**src/rtl/cpu_defs.sv**
```systemverilog
// cpu_defs: shared encodings and helpers for the five-stage MIPS pipeline.
`default_nettype none

package cpu_defs;

  localparam int TNEW_W = 2;

  localparam logic [1:0] REGDST_RT = 2'b00;
  localparam logic [1:0] REGDST_RD = 2'b01;
  localparam logic [1:0] REGDST_RA = 2'b10;

  localparam logic [1:0] MEMTOREG_ALU = 2'b00;
  localparam logic [1:0] MEMTOREG_MEM = 2'b01;
  localparam logic [1:0] MEMTOREG_PC8 = 2'b10;

  localparam logic [2:0] ALUOP_ADD = 3'd0;
  localparam logic [2:0] ALUOP_SUB = 3'd1;
  localparam logic [2:0] ALUOP_OR  = 3'd2;
  localparam logic [2:0] ALUOP_AND = 3'd3;
  localparam logic [2:0] ALUOP_SLT = 3'd4;
  localparam logic [2:0] ALUOP_LUI = 3'd5;

  localparam logic [31:0] NOP_INSTR = 32'h0;
  localparam logic [4:0]  RA_REG    = 5'd31;

  // Field order fixes the bit layout of the control flop group.
  typedef struct packed {
    logic [1:0]        regdst;
    logic              alusrc;
    logic [1:0]        memtoreg;
    logic              regwrite;
    logic              memwrite;
    logic [2:0]        aluop;
    logic [TNEW_W-1:0] tnew;
    logic              valid;
    logic [4:0]        a3;
  } ctrl_t;

  function automatic logic [4:0] resolve_a3(input logic [1:0] regdst,
                                            input logic [4:0] rt,
                                            input logic [4:0] rd);
    logic [4:0] a3;
    case (regdst)
      REGDST_RT: a3 = rt;
      REGDST_RD: a3 = rd;
      REGDST_RA: a3 = RA_REG;
      default:   a3 = 5'd0;
    endcase
    return a3;
  endfunction

endpackage

`default_nettype wire

```
**src/rtl/pipe_dff.sv**
```systemverilog
// pipe_dff: pipeline flop group with async reset, synchronous clear and hold.
`default_nettype none

module pipe_dff #(
  parameter int W = 1
) (
  input  logic         clk,
  input  logic         reset,
  input  logic         clr,
  input  logic         hold,
  input  logic [W-1:0] d,
  output logic [W-1:0] q
);

  always_ff @(posedge clk or posedge reset) begin
    if (reset)      q <= '0;
    else if (clr)   q <= '0;
    else if (!hold) q <= d;
  end

endmodule

`default_nettype wire

```
**src/rtl/id_ex_reg.sv**
```systemverilog
// id_ex_reg: ID/EX pipeline register with bubble/flush, hold and a saturating bubble counter.
`default_nettype none

module id_ex_reg
  import cpu_defs::*;
#(
  parameter int DATA_W = 32,
  parameter int CNT_W  = 16
) (
  input  logic              clk,
  input  logic              reset,
  input  logic              clr,
  input  logic              hold,
  input  logic              valid_D,
  input  logic [31:0]       instr_D,
  input  logic [DATA_W-1:0] pc8_D,
  input  logic [DATA_W-1:0] rs_data_D,
  input  logic [DATA_W-1:0] rt_data_D,
  input  logic [DATA_W-1:0] ext_D,
  input  logic [1:0]        RegDst_D,
  input  logic              ALUSrc_D,
  input  logic [1:0]        MemtoReg_D,
  input  logic              RegWrite_D,
  input  logic              MemWrite_D,
  input  logic [2:0]        ALUOp_D,
  input  logic [TNEW_W-1:0] Tnew_D,
  output logic [31:0]       instr_E,
  output logic [DATA_W-1:0] pc8_E,
  output logic [DATA_W-1:0] rs_data_E,
  output logic [DATA_W-1:0] rt_data_E,
  output logic [DATA_W-1:0] ext_E,
  output logic [1:0]        RegDst_E,
  output logic              ALUSrc_E,
  output logic [1:0]        MemtoReg_E,
  output logic              RegWrite_E,
  output logic              MemWrite_E,
  output logic [2:0]        ALUOp_E,
  output logic [TNEW_W-1:0] Tnew_E,
  output logic [4:0]        A3_E,
  output logic              valid_E,
  output logic [CNT_W-1:0]  bubble_cnt
);

  localparam int DATA_GRP_W = 32 + 3 * DATA_W;
  localparam logic [CNT_W-1:0] CNT_MAX = '1;
  localparam logic [CNT_W-1:0] CNT_ONE = {{(CNT_W-1){1'b0}}, 1'b1};

  // An invalid instruction arriving on a normal load is squashed exactly like clr;
  // hold still takes precedence over that load.
  logic bubble_ld;
  logic pc_hold;
  logic [4:0] a3_D;
  ctrl_t ctrl_d;
  ctrl_t ctrl_q;
  logic [DATA_GRP_W-1:0] data_d;
  logic [DATA_GRP_W-1:0] data_q;
  logic [CNT_W-1:0] cnt_r;

  assign bubble_ld = clr | (~hold & ~valid_D);
  assign pc_hold   = hold & ~clr;
  assign a3_D      = (valid_D && RegWrite_D)
                     ? resolve_a3(RegDst_D, instr_D[20:16], instr_D[15:11]) : 5'd0;

  assign ctrl_d = '{regdst: RegDst_D, alusrc: ALUSrc_D, memtoreg: MemtoReg_D,
                    regwrite: RegWrite_D, memwrite: MemWrite_D, aluop: ALUOp_D,
                    tnew: Tnew_D, valid: valid_D, a3: a3_D};
  assign data_d = {instr_D, rs_data_D, rt_data_D, ext_D};

  pipe_dff #(.W($bits(ctrl_t))) u_ctrl (
    .clk(clk), .reset(reset), .clr(bubble_ld), .hold(hold), .d(ctrl_d), .q(ctrl_q)
  );

  pipe_dff #(.W(DATA_GRP_W)) u_data (
    .clk(clk), .reset(reset), .clr(bubble_ld), .hold(hold), .d(data_d), .q(data_q)
  );

  // PC+8 is never cleared by a bubble so the EX stage keeps a meaningful PC.
  pipe_dff #(.W(DATA_W)) u_addr (
    .clk(clk), .reset(reset), .clr(1'b0), .hold(pc_hold), .d(pc8_D), .q(pc8_E)
  );

  assign RegDst_E   = ctrl_q.regdst;
  assign ALUSrc_E   = ctrl_q.alusrc;
  assign MemtoReg_E = ctrl_q.memtoreg;
  assign RegWrite_E = ctrl_q.regwrite;
  assign MemWrite_E = ctrl_q.memwrite;
  assign ALUOp_E    = ctrl_q.aluop;
  assign Tnew_E     = ctrl_q.tnew;
  assign valid_E    = ctrl_q.valid;
  assign A3_E       = ctrl_q.a3;

  assign {instr_E, rs_data_E, rt_data_E, ext_E} = data_q;

  always_ff @(posedge clk or posedge reset) begin
    if (reset)                         cnt_r <= '0;
    else if (clr && cnt_r != CNT_MAX)  cnt_r <= cnt_r + CNT_ONE;
  end

  assign bubble_cnt = cnt_r;

endmodule

`default_nettype wire

```
**config.mk**
```make
export PLATFORM = sky130hd
export DESIGN_NAME = id_ex_reg
export DESIGN_NICKNAME = d
export VERILOG_FILES = /design/src/rtl/cpu_defs.sv /design/src/rtl/pipe_dff.sv /design/src/rtl/id_ex_reg.sv
export SDC_FILE = /design/constraint.sdc
export NUM_CORES = 1
export LEC_CHECK = 0
export BUFFER_PORTS_ARGS = -buffer_cell sky130_fd_sc_hd__buf_2
export CORE_AREA = 2 2 146 148
export CTS_CLUSTER_DIAMETER = 100
export DETAILED_ROUTE_END_ITERATION = 8
export DIE_AREA = 0 0 148 150
export PLACE_DENSITY = 0.73
export SLEW_MARGIN = 0
export SYNTH_ARGS = -nofsm -noshare
export SYNTH_HDL_FRONTEND = slang
export SYNTH_HIERARCHICAL = 1
export SYNTH_SLANG_ARGS = --single-unit
```
**constraint.sdc**
```tcl
create_clock -name clk -period 3.3 [get_ports clk]
set_input_delay 0.165 -clock clk [delete_from_list [all_inputs] [get_ports clk]]
set_output_delay 0.165 -clock clk [all_outputs]
set_load 0.005 [all_outputs]
```
Yosys cells after proc, flatten, opt, wreduce, memory -nomap -nowiden
Cells that the tools add are included.

word-level totals
  register bits = 194
  bits of input ports = 177
  output and inout bits = 194
  word-level logic and storage cells = 24

operators by class
  $add $sub $neg = 1
  equal/unequal tests = 4
  muxes and demuxes = 6
  bitwise logic cells = 6
  reductions and logical operators = 3

operator list
  operator               count
  $mux 128               2
  $mux 18                2
  $add 16x1->16 const B  1
  $ne 16x16->1 const B   1
  $pmux 5 s3             1
  $mux 5                 1
  $not 1->1              3
  $and 1x1->1            2
  $eq 2x1->1 const B     1
  $eq 2x2->1 const B     1
  $logic_and 1x1->1      2
  $logic_not 2->1        1
  $ne 2x1->1 const B     1
  $or 1x1->1             1

Depth between registers and ports, before layout
Gate-level depths: netlist (run 1).

  word-level depth = 5
  mapped depth = 5
  gate-level depth less buffers = 5

Modules after synthesis
Netlist (run 1), hierarchy kept.

modules (own cells, without submodules)
  module             times used  cells an instance  area each (sq um)  sequential area each (sq um)
  pipe_dff (u_data)  1           413                5296.3             3203.1
  pipe_dff (u_addr)  1           104                1327.5             800.8
  id_ex_reg          1           97                 930.9              400.4
  pipe_dff (u_ctrl)  1           59                 743.2              450.4

Least setup slack after synthesis (run 1)
Ideal clock, no wire load.

  path type = flip-flop to flip-flop
  start = register cnt_r[12], in the netlist bubble_cnt[12]
  end = register cnt_r[1], in the netlist bubble_cnt[1]
  setup time = 0.127 ns
  arrival = 1.429 ns
  data required time = 3.173 ns
  setup slack = 1.744 ns
  cell stages (with the launch flop) = 5
  buffers on the path = 0
  period minus slack after synthesis = 1.556 ns
  cell sequence = dfrtp_1 -> nand4_4 -> nor4_4 -> nand2b_2 -> mux2_1

on the way
  longest elaborated chain between the ends = 2

ends and longest elaborated chain
  what                    line             RTL
  from (decl)             id_ex_reg.sv:57  logic [CNT_W-1:0] cnt_r;
  from (signal assigned)  id_ex_reg.sv:96  else if (clr && cnt_r != CNT_MAX) cnt_r <= cnt_r + CNT_ONE;
  $ne 16x16->1            id_ex_reg.sv:96
  $logic_and 1x1->1       id_ex_reg.sv:96

Every way passes these cells.
A chain may end at the register's enable or synchronous reset.

Worst setup path after layout (run 1)
Ends and elaborated chain as after synthesis.

==> results of run 1 <==
state kept, by name (all words and copies together) (netlist names):
signal and cells:
u_data/q 128, bubble_cnt 16, u_addr/q 32, u_ctrl/q 18
kinds of logic after synthesis:
family,count (synthesis),synth area share
and+or+nand+nor,229,0.117
DFF,194,0.585
muxes,181,0.219
buffers and inverters,45,0.0571
AOI/OAI and AO/OA,11,0.00859
xor gates and xnor gates,11,0.0116
adders and majority gates,1,0.00151
other,1,0.000452
report_power, final:
group | total, mW | switching [mW] | internal, mW
clock network | 2.06 | 0.952 | 1.11
logic | 0.877 | 0.422 | 0.455
registers | 2.65 | 0.123 | 2.52
total | 5.59 | 1.50 | 4.09
final timing paths:
path | start | endpoint | cells after the start
max | bubble_cnt[12] | bubble_cnt[1] | 4
min | RegWrite_D | u_ctrl/q[12] | 3
max reg2reg | bubble_cnt[12] | bubble_cnt[1] | 4
min reg2reg | u_data/q[65] | u_data/q[65] | 2
max in group asynchronous | reset | u_data/q[81] | 4
min in group asynchronous | reset | bubble_cnt[0] | 3
per-layer routing:
layer	part of all wire	up-vias	routed length, um	track usage
li1	-	3261	-	-
met1	0.39	3413	9700	0.259
met2	0.51	253	12600	0.368
met3	0.056	83	1400	0.0543
met4	0.047	0	1160	0.122
met5	0	-	0	0
cell type report:
type	instances	share of cell area
multi-input combinational	438	0.245
clock buffer	19	0.0370
antenna	1	0.000205
clock inverter	13	0.0115
timing repair buffer	525	0.279
tap	275	0.0281
sequential	194	0.397
inverter	4	0.00153
critical path, stage by stage (launching register included):
cell and delay (ns):
dfrtp_1 0.50, nand4_4 0.18, nor4_4 0.39, nand2b_2 0.20, mux2_1 0.32
timing repair:
item | 4_1_cts | 5_1_grt
hold endpoints to repair | 212 | 0
hold buffers | 147 | 0
setup buffers | 0 | 0
setup endpoints to repair | 0 | 0
gates resized for setup | 0 | 0
synth_stat cells:
cell	count
dfrtp_1	194
nor2_1	184
mux2i_1	178
buf_12	17
clkbuf_1	15
nand2_1	10
nor3_1	8
xnor2_1	8
nand3_1	7
nand4_1	6
a211oi_1	5
nand2b_1	5
buf_2	4
inv_1	4
buf_6	3
mux2_1	3
xor2_1	3
o21ai_0	2
or3_1	2
a21oi_1	1
a31oi_1	1
and3_1	1
and4_1	1
buf_1	1
clkbuf_2	1
conb_1	1
ha_1	1
nand2b_2	1
nand4_2	1
nand4_4	1
nor2b_1	1
nor4_4	1
o21ai_1	1
o21bai_1	1
==> results by group, run 1 <==
Status
  • Status: finished clean

Place
  • Dpl cells: 1,289
  • Gpl congestion: 0.843
  • Dpl hpwl: 15,600 um
  • Placed cell area: 10,200 um^2
  • Place WS: 1.30 ns
  • I/O Buffers: 370

Floorplanning
  • Die area: 22,200 um^2
  • Std cell rows: 53
  • Die width: 148 um
  • Ports: 371
  • Total core area: 20,700 um^2
  • DIE HEIGHT: 150 um
  • Starting density of the core: 0.401

Synth
  • Synth top area share: 0.585
  • Synth warnings: 6
  • Avg Cell Area, Syn: 12.3 um^2
  • Cell area after synthesis: 8300 um^2
  • Dominant cell type by area after synthesis: dfrtp_1
  • Synth area leaders: dfrtp_1 (59%), mux2i_1 (21%), nor2_1 (8.3%), buf_12 (4.1%), xnor2_1 (0.84%)
  • Gate Count Post-Synth: 673
  • Unique masters post-synth: 34
  • Register area share after synthesis: 0.585
  • Yosys reg bits: 194

Final layout
  • Post-layout util: 0.591
  • FILL cells: 1,658
  • Final net count: 1,358
  • Seq. cell area: 4850 um^2
  • Layout cells sized above 1: 0.350
  • Multi-input logic area: 3000 um^2
  • Most common cell after layout, fill and taps aside: buf_2
  • Commonest non-fill, non-tap cells in the layout: buf_2 (369), dfrtp_1 (194), nor2_1 (184)
  • Fin area: 12,200 um^2
  • Area growth syn-to-layout: 47.4%
  • Layout Cells excl Fill: 1,469

Setup path
  • Startpoint types: flop
  • R2R setup slack: 1.60 ns
  • Critical Path RT: 3.60 ns
  • Crit. End Element: flop
  • Setup CP Type: reg2reg
  • Crit Path Max Fanout: 6
  • Worst Path Arrival: 2.01 ns

Global route
  • Gr ovfl total: 0
  • Initial antenna violation count: 1
  • Vias in the first global route: 7,263
  • First-pass GRT wire length: 38,300 um
  • Largest net degree at the start of global routing: 144
  • Gr usage total: 0.219

Detailed routing
  • Drt pass-1 iters: 4
  • Vias: 7,010
  • Initial DRC count: 270
  • Wire length per cell: 16.9 um
  • Final wirelength: 24,900 um
  • # DRC: 0
  • Vias per inst: 4.77
  • Final ANT Viol Nets: 0

STA
  • Hold Fails Final Rpt: 0
  • TNS Setup: 0 ns
  • RSZ-0062 raised after global routing: false
  • Final Max Slew Viols: 0
  • Final worst slack: 1.60 ns
  • Max-slew headroom: 0.325
  • Fin Clk Skew: 0.00607 ns
  • Measured slew at the worst slew-check pin: 1.01 ns
  • FMAX: 587 MHz
  • Post-route minimum period: 1.70 ns
  • Hold WS: 0.0172 ns
  • Final setup vio count: 0
  • Tcrit/Tclk final: 0.517

Power
  • Lkg Pwr: 6.74 nW
  • Total power draw: 5.59 mW
  • Worst vdd ir: 0.301 mV
  • Power Density: 457 nW/um^2

Clock tree
  • TritonCTS clock tree: built
  • Root buffer cell: clkbuf_16
  • Num CTS Buffers: 17
  • Htree depth: 4
  • Worst-path clk slew: 0.07 ns
  • Max Root-Sink Buffers: 2
  • Clk sinks: 194
  • Clk Latency, worst-skew pair: 0.42 ns

Flow run
  • Max-Cap Viols: 0

Worst hold path
  • Hold Crit Class: in2reg
(Power assumes the default switching activity.)
==> inputs of run 2 (changes only) <==
ABC_AREA = 1   (was default)
CORE_AREA = 2 2 145 147   (was 2 2 146 148)
DIE_AREA = 0 0 147 149   (was 0 0 148 150)
clock period = 1.4 ns   (was 3.3 ns; I/O delays follow)
==> results by group, run 2 <==
Detailed routing
  • Drt pass-1 iters: 5
  • Final ANT Viol Nets: 0
  • # DRC: 0
  • Vias: 8,736
  • Vias per inst: 4.91
  • Final wirelength: 28,100 um
  • Initial DRC count: 695
  • Wire length per cell: 15.8 um

Setup path
  • Slowest-stage cell, CP: dlygate4sd3_1
  • Setup CP Type: in2reg
  • Reg2reg path depth: 8
  • Startpoint types: input port
  • Worst Path Arrival: 1.73 ns
  • Reg2reg start: bubble_cnt[1]
  • Delay of the slowest critical-path stage: 0.53 ns
  • Worst setup path endpoint: u_data/q[99]
  • CP startpoint: valid_D
  • Worst R2R End: bubble_cnt[5]
  • Crit Path Max Fanout: 73
  • Crit. End Element: flop
  • R2R setup slack: 0.03 ns
  • Critical Path RT: 1.76 ns
  • Worst path cell trace: dlygate4sd3_1, buf_2, o21ai_2, buf_4, inv_4, buf_16, nand3_1, nand2_1

Final layout
  • Final net count: 1,669
  • Layout cells sized above 1: 0.311
  • Largest register FFs: 128
  • Biggest regs: u_data/q x128, u_addr/q x32, u_ctrl/q x18
  • Post-layout util: 0.626
  • Antenna fix cells: 0
  • Largest Register: u_data/q
  • Commonest non-fill, non-tap cells in the layout: nand2_1 (422), buf_2 (369), dfrtp_1 (192)
  • Most common cell after layout, fill and taps aside: nand2_1
  • Area growth syn-to-layout: 56.2%

Place
  • Place WS: 0.0192 ns
  • I/O Buffers: 370
  • Gpl congestion: 0.819
  • Dpl hpwl: 16,600 um

STA
  • Final Max Slew Viols: 0
  • FMAX: 731 MHz
  • RSZ-0062 raised after global routing: true
  • Hold Fails Final Rpt: 0
  • Tcrit/Tclk final: 0.977
  • Measured slew at the worst slew-check pin: 0.638 ns
  • Final setup vio count: 0
  • Max-slew headroom: 0.574
  • Post-route minimum period: 1.37 ns
  • Fin Clk Skew: 0.0117 ns
  • Final worst slack: 0.0320 ns
  • TNS Setup: 0 ns

Power
  • Power Density: 1020 nW/um^2
  • Worst vdd ir: 0.742 mV
  • Switch share: 0.283
  • Clock network fraction of total power: 0.367
  • Pint: 9.41 mW
  • Part of the power in registers: 0.471
  • Switching pwr: 3.71 mW
  • Combinational share of power: 0.163
  • Lkg Pwr: 7.37 nW

Clock tree
  • Clk sinks: 194
  • Root buffer cell: clkbuf_16
  • TritonCTS clock tree: built
  • Worst-path clk slew: 0.08 ns
  • Clk Latency, worst-skew pair: 0.42 ns
  • Max Root-Sink Buffers: 2
  • Num CTS Buffers: 17
  • Htree depth: 4

Global route
  • Largest net degree at the start of global routing: 77
  • Most Used Layer, Global Route: met2
  • Vias in the first global route: 8,782
  • Global Route met3 Usage: 0.0700
  • GR met2 Demand/Resource: 0.434
  • First-pass GRT wire length: 43,600 um
  • Gr usage total: 0.248
  • Gr ovfl total: 0
  • Initial antenna violation count: 0
  • GRT met1 Usage: 0.297

Synth
  • Synth area leaders: dfrtp_1 (59%), nand2_1 (19%), nand3_1 (11%), buf_2 (2.7%), inv_1 (1.2%)
  • EDFF count, synth: 0
  • Synth warnings: 6
  • Synth top area share: 0.589
  • Yosys reg bits: 194
  • Unique masters post-synth: 26
  • Post-synth top cells: nand2_1 (423), dfrtp_1 (194), nand3_1 (186)
  • Main synth FF type: dfrtp_1
  • Async SR Flop Fraction: 1.00
  • Dominant cell type by area after synthesis: dfrtp_1
  • Register area share after synthesis: 0.589
  • Gate Count Post-Synth: 955
  • Cell area after synthesis: 8240 um^2
  • Avg Cell Area, Syn: 8.63 um^2
  • Count leader, synth: nand2_1

Flow run
  • Max-Cap Viols: 0

Floorplanning
  • Total core area: 20,600 um^2
  • DIE HEIGHT: 149 um
  • Starting density of the core: 0.401
  • Ports: 371
  • Die width: 147 um
  • Die area: 21,900 um^2
  • Std cell rows: 53

Status
  • Status: finished clean

Worst hold path
  • Hold Crit Class: in2reg
## run 2: through the flow
| stage | hold WS [ns] | area, um^2 | power [mW] | std cells |
|---|---|---|---|---|
| after CTS | 0.0432 | 12700 | 13.1 | 1773 |
| after global placement | 0.0746 | 10400 | 7.87 | 1567 |
| final | 0.0729 | 12900 | 13.1 | 1779 |
| after detailed placement | 0.0739 | 10400 | 7.90 | 1567 |
| after global routing | 0.0518 | 12900 | 13.7 | 1779 |
| after floorplan | -0.0163 | 8250 | 7.01 | 956 |
## run 2: final cells by class
| type | instances | area [um^2] |
|---|---|---|
| multi-input cells | 672 | 2960 |
| clock buffers | 19 | 443 |
| clock inverters | 13 | 144 |
| fillers | 1594 | 7680 |
| inverters | 33 | 135 |
| repair buffers | 573 | 3990 |
| flip-flops and latches | 194 | 4860 |
| well taps | 275 | 344 |
## run 2: critical path: cells and delay by family
| family | cells | cell delay, ns |
|---|---|---|
| AO/OA/AOI/OAI | 1 | 0.07 |
| buffers and inverters | 5 | 1.21 |
| AND/OR/NAND/NOR | 2 | 0.30 |
## run 2: logic make-up (layout without fill, tap and decap cells)
kind of cell	count (synthesis)	in the layout	synth area share
simple gates	656	656	0.342
flops	194	194	0.589
buf+inv	90	638	0.0575
compound gates	10	10	0.00607
xor+xnor	3	3	0.00319
fa+ha+maj	1	1	0.00152
other cells	1	2	0.000455
## run 2: per-layer routing
layer / wire (um) / vias up
li1: - / 4102
met1: 11100 / 4102
met2: 13900 / 476
met3: 2290 / 56
met4: 775 / 0
met5: 0 / -
## run 2: how the worst min path moves through the flow
stage          startpoint            end  slack, ns  cells after the start
4_1_cts               clr  bubble_cnt[4]       0.04                      4
3_5_place_dp        reset   u_data/q[88]       0.07                      2
6_report              clr  bubble_cnt[4]       0.07                      4
2_1_floorplan       reset  bubble_cnt[0]      -0.02                      1
5_1_grt               clr  bubble_cnt[4]       0.05                      4
3_3_place_gp        reset   u_data/q[88]       0.07                      2
## run 2: timing repair
item                                    4_1_cts  5_1_grt
pin swaps                                     0        2
hold endpoints to repair                    367        0
buffers inserted                              0        4
resized for setup                             1       13
endpoints found under the setup margin        1       48
hold buffers                                174        0
cloned                                        0        2
## run 2: power groups by stage
stage	Combinational (mW)	Sequential [mW]	Clock (mW)
after floorplan	0.729	6.28	0
after global placement	1.63	6.24	0
after detailed placement	1.65	6.25	0
after CTS	2.04	6.15	4.93
after global routing	2.33	6.21	5.21
final	2.13	6.17	4.81
==> inputs of run 3 (changes only) <==
CELL_PAD_IN_SITES_DETAIL_PLACEMENT = 0   (was default)
CELL_PAD_IN_SITES_GLOBAL_PLACEMENT = 2   (was default)
CORE_AREA = 2 2 193 195   (was 2 2 145 147)
DIE_AREA = 0 0 195 197   (was 0 0 147 149)
PLACE_DENSITY = 0.74   (was 0.73)
==> results by group, run 3 (synthesis gave the netlist of run 2 again) <==
Final layout
  • Largest register FFs: 128
  • Largest Register: u_data/q
  • Biggest regs: u_data/q x128, u_addr/q x32, u_ctrl/q x18
  • Seq. cell area: 4860 um^2
  • Multi-input logic area: 2990 um^2
  • Final net count: 1,690
  • Layout cells sized above 1: 0.320
  • FILL cells: 3,791
  • Commonest non-fill, non-tap cells in the layout: nand2_1 (420), buf_2 (369), dfrtp_1 (191)
  • Area growth syn-to-layout: 60.6%
  • Most common cell after layout, fill and taps aside: nand2_1

STA
  • Final setup vio count: 0
  • Hold WS: 0.0715 ns
  • Fin Clk Skew: 0.00270 ns
  • Post-route minimum period: 1.33 ns
  • Tcrit/Tclk final: 0.952
  • FMAX: 751 MHz
  • Final Max Slew Viols: 0
  • Hold Fails Final Rpt: 0
  • Measured slew at the worst slew-check pin: 0.635 ns
  • Max-slew headroom: 0.577

Detailed routing
  • Final ANT Viol Nets: 0
  • Final wirelength: 29,800 um
  • Vias: 8,465
  • Drt pass-1 iters: 5
  • Wire length per cell: 14.9 um
  • Initial DRC count: 364
  • # DRC: 0
  • Vias per inst: 4.24

Worst hold path
  • Hold Crit Class: in2reg
  • Hold path depth: 4
  • Hold endpoint: bubble_cnt[4]
  • HP Start: clr

Setup path
  • R2R setup slack: 0.07 ns
  • Setup CP Type: reg2reg
  • Worst Path Arrival: 1.66 ns
  • Worst path cell trace: ha_4, nand3_4, inv_4, nand2_1, nor2_2, nor2_2, buf_6, nand2_1, o21ai_1
  • Crit. End Element: flop
  • Delay of the slowest critical-path stage: 0.40 ns
  • Crit Path Max Fanout: 4
  • Slowest-stage cell, CP: dfrtp_1
  • Reg2reg path depth: 9
  • Worst R2R End: bubble_cnt[7]
  • Critical Path RT: 1.73 ns
  • Reg2reg start: bubble_cnt[1]
  • Startpoint types: flop

Power
  • Worst vdd ir: 0.795 mV
  • Lkg Pwr: 7.45 nW
  • Power Density: 991 nW/um^2
  • Total power draw: 13.1 mW

Global route
  • First-pass GRT wire length: 46,600 um
  • Gr ovfl total: 0
  • Initial antenna violation count: 3
  • Largest net degree at the start of global routing: 121
  • Vias in the first global route: 8,492
  • Gr usage total: 0.154

Floorplanning
  • Die area: 38,400 um^2
  • Starting density of the core: 0.227
  • Std cell rows: 70
  • Ports: 371
  • Total core area: 36,300 um^2
  • Die width: 195 um
  • DIE HEIGHT: 197 um

Flow run
  • Max-Cap Viols: 0

Clock tree
  • Clk Latency, worst-skew pair: 0.44 ns
  • Setup bufs post-CTS: 0
  • Root buffer cell: clkbuf_16
  • Htree depth: 4
  • Worst-path clk slew: 0.07 ns
  • Clk sinks: 194
  • Num CTS Buffers: 17
  • TritonCTS clock tree: built
  • Max Root-Sink Buffers: 2

Status
  • Status: finished clean

Place
  • Gpl congestion: 0.769
  • I/O Buffers: 370
  • Dpl hpwl: 20,200 um
-- run 3: cell types whose count changed in the layout (fill, tap and decap cells not counted), moves of 2 or more --
cell	before	now
inv_8	4	2
clkinv_2	0	3
clkinv_8	3	0
clkbuf_16	19	17
nand2_1	422	420
diode_2	0	4
buf_4	18	37
buf_12	8	11
buf_6	0	3
inv_6	3	5
clkbuf_1	1	3
buf_16	2	0
-- run 3: where the power goes --
part,switching [mW],internal [mW],total (mW)
registers,0.235,5.92,6.16
logic,1.13,1.12,2.25
clock network,2.39,2.32,4.71
total,3.76,9.36,13.1
-- run 3: worst max-delay path, delay by kind of cell, from the launching register on --
| kind | cells | cell delay, ns |
|---|---|---|
| buffers and inverters | 2 | 0.22 |
| AO/OA/AOI/OAI | 1 | 0.06 |
| flip-flops | 1 | 0.40 |
| adder cells (fa/ha/maj) | 1 | 0.16 |
| AND/OR/NAND/NOR | 5 | 0.39 |
-- run 3: worst max path at each step --
stage	end	from	slack, ns
after floorplan	u_data/q[0]	reset	-0.25
after global placement	u_data/q[123]	clr	-0.05
after detailed placement	u_data/q[117]	clr	-0.06
after CTS	bubble_cnt[9]	bubble_cnt[1]	0.02
after global routing	bubble_cnt[9]	bubble_cnt[1]	-0.008
final	bubble_cnt[7]	bubble_cnt[1]	0.07
-- run 3: what timing repair did --
action,in CTS,in global routing
hold endpoints to repair,371,0
hold buffers,174,0
resized for setup,2,19
setup endpoints to repair,8,14
pin swaps,0,5
-- run 3: cell type report --
type | instances | area share
Sequential cell | 194 | 0.367
Timing Repair Buffer | 594 | 0.311
Multi-Input combinational cell | 672 | 0.226
Tap cell | 468 | 0.0443
Clock buffer | 20 | 0.0330
Inverter | 33 | 0.0104
Clock inverter | 12 | 0.00728
Antenna cell | 4 | 0.000757
-- run 3: per-stage QoR --
stage	setup TNS (ns)	worst slack [ns]	cell area [um^2]	util	cells
after floorplan	-32.16	-0.251	8250	-	956
after global placement	-0.633	-0.0518	10900	0.300	1787
after detailed placement	-0.894	-0.0571	10900	0.300	1787
after CTS	0	0.0231	13100	0.363	1993
after global routing	-0.0180	-0.00816	13200	0.365	1996
final	0	0.0676	13200	0.365	1997
-- run 3: layer usage --
layer,vias to the layer above,GRT usage,share of wire
met2,291,0.253,0.47
met3,36,0.0467,0.067
met1,3986,0.191,0.44
li1,4152,-,-
met5,-,0,0
met4,0,0.0602,0.025
